<file path="src/rtl/bus_pkg.sv">
// Shared definitions for the two-master system bus arbiter.
//   state_t        : arbiter FSM states (IDLE, ACCESS, DONE)
//   cs_t           : decoded chip selects {gpu, led, ram}
//   LED_PAGE       : address page [15:12] of the LED register
//   GPU_PAGE       : address page [15:12] of the GPU register window
//   UNMAPPED_RDATA : read data returned for unmapped addresses
//   addr_decode()  : address -> chip select decode
package bus_pkg;

    typedef enum logic [1:0] {
        IDLE   = 2'd0,
        ACCESS = 2'd1,
        DONE   = 2'd2
    } state_t;

    localparam logic [3:0] LED_PAGE       = 4'h9;
    localparam logic [3:0] GPU_PAGE       = 4'hF;
    localparam logic [7:0] UNMAPPED_RDATA = 8'hFF;

    typedef struct packed {
        logic gpu;
        logic led;
        logic ram;
    } cs_t;

    // RAM owns the lower half; the LED and GPU pages sit in the upper half.
    // Everything else in the upper half is unmapped (all selects low).
    function automatic cs_t addr_decode(input logic [15:0] addr);
        cs_t cs;
        cs.ram = !addr[15];
        cs.led = (addr[15:12] == LED_PAGE);
        cs.gpu = (addr[15:12] == GPU_PAGE);
        return cs;
    endfunction

endpackage

</file>
<file path="src/rtl/bus_arbiter_if.sv">
// Signal bundle between the two bus masters, the arbiter and the slaves.
//   Master side : m_req, m_write, m_lock, m_addr0/1, m_wdata0/1 (in to arbiter)
//                 m_ack, m_rdata (out of arbiter)
//   Slave side  : bus_addr, bus_wdata, bus_read, bus_write, cs_ram/led/gpu
//                 (out of arbiter), bus_rdata (in to arbiter)
//   Debug       : dbg_state, the arbiter FSM state
// Modports: slave = the arbiter itself, master = the environment driving it.
//
// Handshake: a master raises m_req[i] together with stable m_write[i],
// m_lock[i], address and write data, and holds them until m_ack[i] pulses
// for one cycle; m_rdata is valid only in that ack cycle. The arbiter drives
// bus_read/bus_write and one chip select for exactly one cycle per transfer
// and samples bus_rdata at the end of that cycle; slaves have no wait states.
interface bus_arbiter_if;
    import bus_pkg::*;

    logic [1:0]  m_req;
    logic [1:0]  m_write;
    logic [1:0]  m_lock;
    logic [15:0] m_addr0;
    logic [15:0] m_addr1;
    logic [7:0]  m_wdata0;
    logic [7:0]  m_wdata1;
    logic [1:0]  m_ack;
    logic [7:0]  m_rdata;
    logic [15:0] bus_addr;
    logic [7:0]  bus_wdata;
    logic        bus_read;
    logic        bus_write;
    logic [7:0]  bus_rdata;
    logic        cs_ram;
    logic        cs_led;
    logic        cs_gpu;
    state_t      dbg_state;

    modport slave (
        input  m_req, m_write, m_lock, m_addr0, m_addr1, m_wdata0, m_wdata1,
        input  bus_rdata,
        output m_ack, m_rdata, bus_addr, bus_wdata, bus_read, bus_write,
        output cs_ram, cs_led, cs_gpu, dbg_state
    );

    modport master (
        output m_req, m_write, m_lock, m_addr0, m_addr1, m_wdata0, m_wdata1,
        output bus_rdata,
        input  m_ack, m_rdata, bus_addr, bus_wdata, bus_read, bus_write,
        input  cs_ram, cs_led, cs_gpu, dbg_state
    );

endinterface

</file>
<file path="src/rtl/arb_rr2.sv">
// Combinational two-way round-robin picker.
//   req[1:0]    : request per master (0 = CPU, 1 = DMA)
//   prio        : master that wins when both request
//   force_valid : a lock is pending for force_id
//   force_id    : master that keeps the bus while its lock is honoured
//   grant       : index of the winning master (meaningful only if |req)
module arb_rr2 (
    input  logic [1:0] req,
    input  logic       prio,
    input  logic       force_valid,
    input  logic       force_id,
    output logic       grant
);

    always_comb begin
        grant = 1'b0;
        if (force_valid && req[force_id]) begin
            grant = force_id;
        end else if (req == 2'b11) begin
            grant = prio;
        end else begin
            // Single requester (or none): bit 1 set means only DMA asks.
            grant = req[1];
        end
    end

endmodule

</file>
<file path="src/rtl/bus_arbiter.sv">
// Two-master arbiter for the 8-bit / 16-bit-address system bus.
// Picks an owner in IDLE, runs one single-cycle slave access in ACCESS and
// returns ack + read data in DONE (3 cycles per transfer minimum).
//   clk, reset : system clock, synchronous active-high reset
//   bus        : bus_arbiter_if.slave (master requests, slave strobes,
//                chip selects, read data return, FSM debug state)
//   LOCK_MAX   : locked grants allowed back to back before a forced release
// Build option: define BUS_ARB_LOCK_EN to honour m_lock; without it m_lock
// is ignored and no lock state exists.
module bus_arbiter
    import bus_pkg::*;
#(
    parameter int LOCK_MAX = 4
) (
    input  logic          clk,
    input  logic          reset,
    bus_arbiter_if.slave  bus
);

    state_t      state;
    logic        prio;
    logic        owner;
    logic        grant;
    logic [1:0]  ack_q;
    logic [7:0]  rdata_q;
    logic [15:0] addr_q;
    logic [7:0]  wdata_q;
    logic        read_q;
    logic        write_q;
    cs_t         cs_q;

    logic        force_valid;
    logic        force_id;

    logic [15:0] sel_addr;
    logic [7:0]  sel_wdata;
    logic        sel_write;
    cs_t         sel_cs;
    logic        sel_mapped;

`ifdef BUS_ARB_LOCK_EN
    localparam int CNT_W = $clog2(LOCK_MAX + 1);
    logic             lock_valid;
    logic             lock_id;
    logic [CNT_W-1:0] lock_cnt;

    assign force_valid = lock_valid;
    assign force_id    = lock_id;
`else
    localparam int lock_max_unused = LOCK_MAX;
    logic unused_lock;

    assign unused_lock = ^bus.m_lock;
    assign force_valid = 1'b0;
    assign force_id    = 1'b0;
`endif

    arb_rr2 u_arb (
        .req         (bus.m_req),
        .prio        (prio),
        .force_valid (force_valid),
        .force_id    (force_id),
        .grant       (grant)
    );

    assign sel_addr   = grant ? bus.m_addr1  : bus.m_addr0;
    assign sel_wdata  = grant ? bus.m_wdata1 : bus.m_wdata0;
    assign sel_write  = bus.m_write[grant];
    assign sel_cs     = addr_decode(sel_addr);
    assign sel_mapped = |sel_cs;

    always_ff @(posedge clk) begin
        if (reset) begin
            state   <= IDLE;
            prio    <= 1'b0;
            owner   <= 1'b0;
            ack_q   <= 2'b00;
            rdata_q <= 8'h00;
            addr_q  <= 16'h0000;
            wdata_q <= 8'h00;
            read_q  <= 1'b0;
            write_q <= 1'b0;
            cs_q    <= '0;
`ifdef BUS_ARB_LOCK_EN
            lock_valid <= 1'b0;
            lock_id    <= 1'b0;
            lock_cnt   <= '0;
`endif
        end else begin
            case (state)
                IDLE: begin
                    if (|bus.m_req) begin
                        owner   <= grant;
                        addr_q  <= sel_addr;
                        wdata_q <= sel_wdata;
                        // Unmapped addresses still run the cycle, silently.
                        read_q  <= !sel_write && sel_mapped;
                        write_q <= sel_write && sel_mapped;
                        cs_q    <= sel_cs;
                        state   <= ACCESS;
`ifdef BUS_ARB_LOCK_EN
                        // A pending lock is consumed here whether or not the
                        // locked master still asks; if it dropped req the
                        // grant fell back to round-robin and the run ends.
                        if (lock_valid && bus.m_req[lock_id]) begin
                            lock_cnt <= lock_cnt + 1'b1;
                        end else begin
                            lock_cnt <= '0;
                        end
                        lock_valid <= 1'b0;
`endif
                    end
                end
                ACCESS: begin
                    rdata_q <= (|cs_q) ? bus.bus_rdata : UNMAPPED_RDATA;
                    ack_q   <= owner ? 2'b10 : 2'b01;
                    read_q  <= 1'b0;
                    write_q <= 1'b0;
                    cs_q    <= '0;
                    state   <= DONE;
                end
                DONE: begin
                    ack_q <= 2'b00;
                    state <= IDLE;
`ifdef BUS_ARB_LOCK_EN
                    if (bus.m_lock[owner] && (lock_cnt != CNT_W'(LOCK_MAX))) begin
                        lock_valid <= 1'b1;
                        lock_id    <= owner;
                    end else begin
                        prio     <= ~owner;
                        lock_cnt <= '0;
                    end
`else
                    prio <= ~owner;
`endif
                end
                default: state <= IDLE;
            endcase
        end
    end

    assign bus.m_ack     = ack_q;
    assign bus.m_rdata   = rdata_q;
    assign bus.bus_addr  = addr_q;
    assign bus.bus_wdata = wdata_q;
    assign bus.bus_read  = read_q;
    assign bus.bus_write = write_q;
    assign bus.cs_ram    = cs_q.ram;
    assign bus.cs_led    = cs_q.led;
    assign bus.cs_gpu    = cs_q.gpu;
    assign bus.dbg_state = state;

endmodule

</file>
<file path="src/flat_wrapper.sv">
// flat-port wrapper written by rule: the top's interface ports become plain ports
module bus_arbiter_flat import bus_pkg::*;
#(
    parameter int LOCK_MAX = 4
)
  (clk, reset, bus_m_req, bus_m_write, bus_m_lock, bus_m_addr0, bus_m_addr1, bus_m_wdata0, bus_m_wdata1, bus_bus_rdata, bus_m_ack, bus_m_rdata, bus_bus_addr, bus_bus_wdata, bus_bus_read, bus_bus_write, bus_cs_ram, bus_cs_led, bus_cs_gpu, bus_dbg_state);
  bus_arbiter_if bus_i ();
  input  logic clk;
  input  logic reset;
  input wire logic [$bits(bus_i.m_req)-1:0] bus_m_req;
  input wire logic [$bits(bus_i.m_write)-1:0] bus_m_write;
  input wire logic [$bits(bus_i.m_lock)-1:0] bus_m_lock;
  input wire logic [$bits(bus_i.m_addr0)-1:0] bus_m_addr0;
  input wire logic [$bits(bus_i.m_addr1)-1:0] bus_m_addr1;
  input wire logic [$bits(bus_i.m_wdata0)-1:0] bus_m_wdata0;
  input wire logic [$bits(bus_i.m_wdata1)-1:0] bus_m_wdata1;
  input wire logic [$bits(bus_i.bus_rdata)-1:0] bus_bus_rdata;
  output wire logic [$bits(bus_i.m_ack)-1:0] bus_m_ack;
  output wire logic [$bits(bus_i.m_rdata)-1:0] bus_m_rdata;
  output wire logic [$bits(bus_i.bus_addr)-1:0] bus_bus_addr;
  output wire logic [$bits(bus_i.bus_wdata)-1:0] bus_bus_wdata;
  output wire logic [$bits(bus_i.bus_read)-1:0] bus_bus_read;
  output wire logic [$bits(bus_i.bus_write)-1:0] bus_bus_write;
  output wire logic [$bits(bus_i.cs_ram)-1:0] bus_cs_ram;
  output wire logic [$bits(bus_i.cs_led)-1:0] bus_cs_led;
  output wire logic [$bits(bus_i.cs_gpu)-1:0] bus_cs_gpu;
  output wire logic [$bits(bus_i.dbg_state)-1:0] bus_dbg_state;
  assign bus_i.m_req = bus_m_req;
  assign bus_i.m_write = bus_m_write;
  assign bus_i.m_lock = bus_m_lock;
  assign bus_i.m_addr0 = bus_m_addr0;
  assign bus_i.m_addr1 = bus_m_addr1;
  assign bus_i.m_wdata0 = bus_m_wdata0;
  assign bus_i.m_wdata1 = bus_m_wdata1;
  assign bus_i.bus_rdata = bus_bus_rdata;
  assign bus_m_ack = bus_i.m_ack;
  assign bus_m_rdata = bus_i.m_rdata;
  assign bus_bus_addr = bus_i.bus_addr;
  assign bus_bus_wdata = bus_i.bus_wdata;
  assign bus_bus_read = bus_i.bus_read;
  assign bus_bus_write = bus_i.bus_write;
  assign bus_cs_ram = bus_i.cs_ram;
  assign bus_cs_led = bus_i.cs_led;
  assign bus_cs_gpu = bus_i.cs_gpu;
  assign bus_dbg_state = bus_i.dbg_state;
  bus_arbiter #(.LOCK_MAX(LOCK_MAX)) u_core (.clk(clk), .reset(reset), .bus(bus_i));
endmodule
</file>
<file path="config.mk">
export PLATFORM = sky130hd
export DESIGN_NAME = bus_arbiter_flat
export DESIGN_NICKNAME = d
export VERILOG_FILES = /design/src/rtl/bus_pkg.sv /design/src/rtl/bus_arbiter_if.sv /design/src/rtl/arb_rr2.sv /design/src/rtl/bus_arbiter.sv /design/src/flat_wrapper.sv
export SDC_FILE = /design/constraint.sdc
export NUM_CORES = 1
export LEC_CHECK = 0
export CAP_MARGIN = 20
export CORE_MARGIN = 2
export CORE_UTILIZATION = 35
export CTS_CLUSTER_SIZE = 40
export DETAILED_ROUTE_END_ITERATION = 7
export GPL_TIMING_DRIVEN = 0
export PLACE_DENSITY_LB_ADDON = 0.12
export RECOVER_POWER = 100
export SETUP_SLACK_MARGIN = 0.2
export SLEW_MARGIN = 30
export SYNTH_ARGS = -nofsm -noshare
export SYNTH_HDL_FRONTEND = slang
export SYNTH_SLANG_ARGS = --single-unit
</file>
<file path="constraint.sdc">
create_clock -name clk -period 1.49 [get_ports clk]
set_input_delay 0.2235 -clock clk [delete_from_list [all_inputs] [get_ports clk]]
set_output_delay 0.2235 -clock clk [all_outputs]
set_load 0.1 [all_outputs]
</file>
==> summary.md <==
| Metric | Value |
|---|---|
| Post-synth top cells | `nor2_1, dfxtp_1, nand2_1, a311oi_1, nand3_1` |
| Area growth, synth to finish | `67.0%` |
| Core Area | `5470 um2` |
| CP Cell Sequence | `inv_4 -> ha_4 -> nor2b_2 -> buf_6 -> bufbuf_16 -> a311oi_1` |
| Synth Cell Area | `1960 um2` |
| Max Cap Violations | `0` |
| Initial DRC Count | `65` |
| Post-detail-place hpwl | `4420 um` |
| CTS Buf Count | `5` |
| Sequential share of the synthesized area | `between 40% and 50%` |
| Clock latency on the worst-skew pair | `0.30 ns` |
| Post-DP Area | `3140 um2` |
| Internal power | `0.00218 W` |
| CTS max path bufs | `2` |
| CP Max Fanout | `9` |
| Normalized max-slew margin | `between 60% and 70%` |
| DIE AREA | `between 6000 and 7000 um2` |
| H-tree depth | `2` |
| Initial Utilization | `35.9%` |
| Sequential power share | `33.7%` |
| Top-count cell post-synth | `nor2_1` |
| Total track usage | `20.2%` |
| DR pass1 iterations | `4` |
| HP Start | `u_core.bus.m_ack[1]` |
| Async SR Flop Fraction | `0%` |
| Synth warn | `0` |
| Largest net degree at the start of global routing | `14` |
| Synth Register Bits | `43` |
| Total gr overflow | `0` |
| Buffers on Ports | `102` |
| Power Density | `1230 nW/um2` |
| Largest area contributor in the netlist | `dfxtp_1` |
| Element type at the critical path start | `register` |
| RePlAce Congestion | `0.797` |
| Delay-heaviest family, CP | `buffers and inverters` |
| Top FF cell, synth | `dfxtp_1` |
| # IOs | `approximately 110` |
| Post-Syn Nets | `300` |
| Synth top area share | `43.8%` |
| Final hold viol count | `0` |
| WP buf/inv | `3` |
| Via count | `2154` |
| Max stage delay on crit path | `between 0.3 and 0.4 ns` |
| Initial antenna violation count | `0` |
| Clk slew on worst S/H paths | `0.09 ns` |
| Final Max Tran Viols | `0` |
| Comb pwr share | `48.0%` |
| Site Rows | `27` |
| Switching fraction of total power | `46.0%` |
| First-pass GRT wire length | `9960 um` |
| Minimum clock period | `1.42 ns` |
| Setup violators final | `0` |
| Fin area | `about 3300 um2` |
| Number of vias per cell | `around 5.0` |
| Die height | `78.9 um` |
| Status | `completed` |
| RSZ-0062 raised after global routing | `yes` |
| Post-layout util | `59.9%` |
| Leak Pwr | `between 1 and 1.5 nW` |
| Final nets | `424` |
| Slew @ Worst Pin | `~0.56 ns` |
| Final WL | `about 6300 um` |
| Diode count | `0` |
| Post-synth EDFFs | `0` |
| Routed Antenna Nets | `0` |
| Syn avg cell area | `8.43 um2` |
| Unique cell type count in the Yosys netlist | `33` |
| CP max-delay cell | `dfxtp_4` |
| Die W | `between 70 and 80 um` |
| Total Power | `0.00403 W` |
| Fmax | `706 MHz` |
| Layout cell share with drive strength beyond 1 | `29.3%` |
| Synth area leaders | `dfxtp_1, a311oi_1, nor2_1` |
| Clk pwr share | `18.2%` |
| Hold crit path type | `register to register` |
| R2R Path Start | `u_core.bus.dbg_state[0]` |
| VDD IR max | `between 0.5 and 0.6 mV` |
| Post-Syn Instances | `233` |
| DRC | `0` |
| Clk sink count | `43` |
| Tcrit/Tclk final | `95.0%` |
| CP endpoint kind | `register` |
| Vias in the first global route | `around 2k` |
| Crit path required time | `1.70 ns` |
| Routed len/inst | `around 15 um` |
| Switching power | `0.00186 W` |
| Root buffer cell | `clkbuf_8` |
| Final Hold Slack | `0.475 ns` |
| TritonCTS clock tree | `built` |
| Critical path class | `register to register` |
| Critical path origin | `u_core.bus.dbg_state[0]` |
| Setup_tns | `0 ns` |
| Hold buffer count at cts | `0` |
| Worst Clk Skew | `0.00781 ns` |
| CP Data Arrival Time | `1.63 ns` |
-- power groups by stage --
stage | logic [W] | clock network, W | registers (W)
final | 0.00194 | 0.000735 | 0.00136
after global routing | 0.00203 | 0.000813 | 0.00138
after CTS | 0.00196 | 0.000762 | 0.00136
after detailed placement | 0.00191 | 0 | 0.00139
after global placement | 0.00191 | 0 | 0.00138
after floorplan | 0.000444 | 0 | 0.00232
-- path summary, 6_finish.rpt --
kind                                 end  slack (ns)  depth (start not counted)
setup / recovery  u_core.bus.bus_addr[6]        0.07                          6
hold / removal       u_core.bus.m_ack[1]        0.48                          2
setup reg to reg  u_core.bus.bus_addr[6]        0.07                          6
hold reg to reg      u_core.bus.m_ack[1]        0.48                          2
-- layout make-up --
class / count / area [um2]
Buffer: 19 / 166
Clock buffer: 6 / 72.6
Clock inverter: 2 / 11.3
Tap cell: 72 / 90.1
Inverter: 3 / 16.3
Fill cell: 535 / 2190
Sequential cell: 43 / 871
Multi-Input combinational cell: 168 / 1060
Timing Repair Buffer: 117 / 991
-- cells by family (layout without fill, tap and decap cells) --
| logic type | after synthesis | in the layout | synth area share, % |
|---|---|---|---|
| simple gates | 118 | 118 | 26.6 |
| flops | 43 | 43 | 43.8 |
| compound gates | 39 | 39 | 16.9 |
| fa+ha+maj | 3 | 3 | 1.91 |
| mux | 8 | 8 | 4.27 |
| buf+inv | 22 | 147 | 6.50 |
-- repair_timing --
action	4_1_cts	5_1_grt
pin swaps	11	3
hold endpoints to repair	0	0
resized for setup	250	30
gates cloned	1	2
endpoints found under the setup margin	83	48
setup buffers	12	0
-- registers in the layout, summed over array words and instances, names as in the netlist --
signal,cells
u_core.bus.m_ack,2
u_core.bus.cs_led,1
u_core.bus.bus_addr,16
u_core.bus.m_rdata,8
u_core.bus.cs_ram,1
u_core.bus.dbg_state,2
u_core.prio,1
u_core.bus.cs_gpu,1
u_core.bus.bus_write,1
u_core.bus.bus_read,1
u_core.owner,1
u_core.bus.bus_wdata,8
-- worst min-delay path: stages (launching register included) --
cell and delay [ns]:
dfxtp_1 0.32, nand2b_1 0.06, a21oi_1 0.05
-- per-stage QoR --
stage,setup slack (ns),cells
2_1_floorplan,-0.00946,233
3_3_place_gp,-0.390,407
3_5_place_dp,-0.431,407
4_1_cts,0.0478,428
5_1_grt,0.00760,430
6_report,0.0740,430
-- cells in the final DEF, fill, tap and decap left out, types with 2 or more instances in the layout --
cell,instances
a32oi_1,2
ha_1,2
buf_6,8
o21ai_0,2
a32o_1,4
clkbuf_2,45
and2_1,2
nand2b_1,3
a311oi_2,5
buf_4,10
clkdlybuf4s50_1,60
nor3_1,9
mux2_2,2
buf_8,2
buf_2,3
clkbuf_16,2
a311oi_1,18
nand2_1,25
clkbuf_4,4
dfxtp_4,2
nand3_1,23
dfxtp_1,39
mux2i_1,5
a21oi_1,2
clkbuf_8,5
inv_4,3
dfxtp_2,2
nor2_1,47
-- layer usage --
| layer | part of all wire (%) | global-route usage [%] | vias to the layer above |
|---|---|---|---|
| met5 | 0 | 0 | - |
| met4 | 1.2 | 5.69 | 0 |
| met3 | 5.6 | 4.77 | 9 |
| met2 | 48 | 33.9 | 67 |
| met1 | 46 | 26.0 | 996 |
| li1 | - | - | 1082 |
No activity file was read; power rests on OpenSTA's default activity.
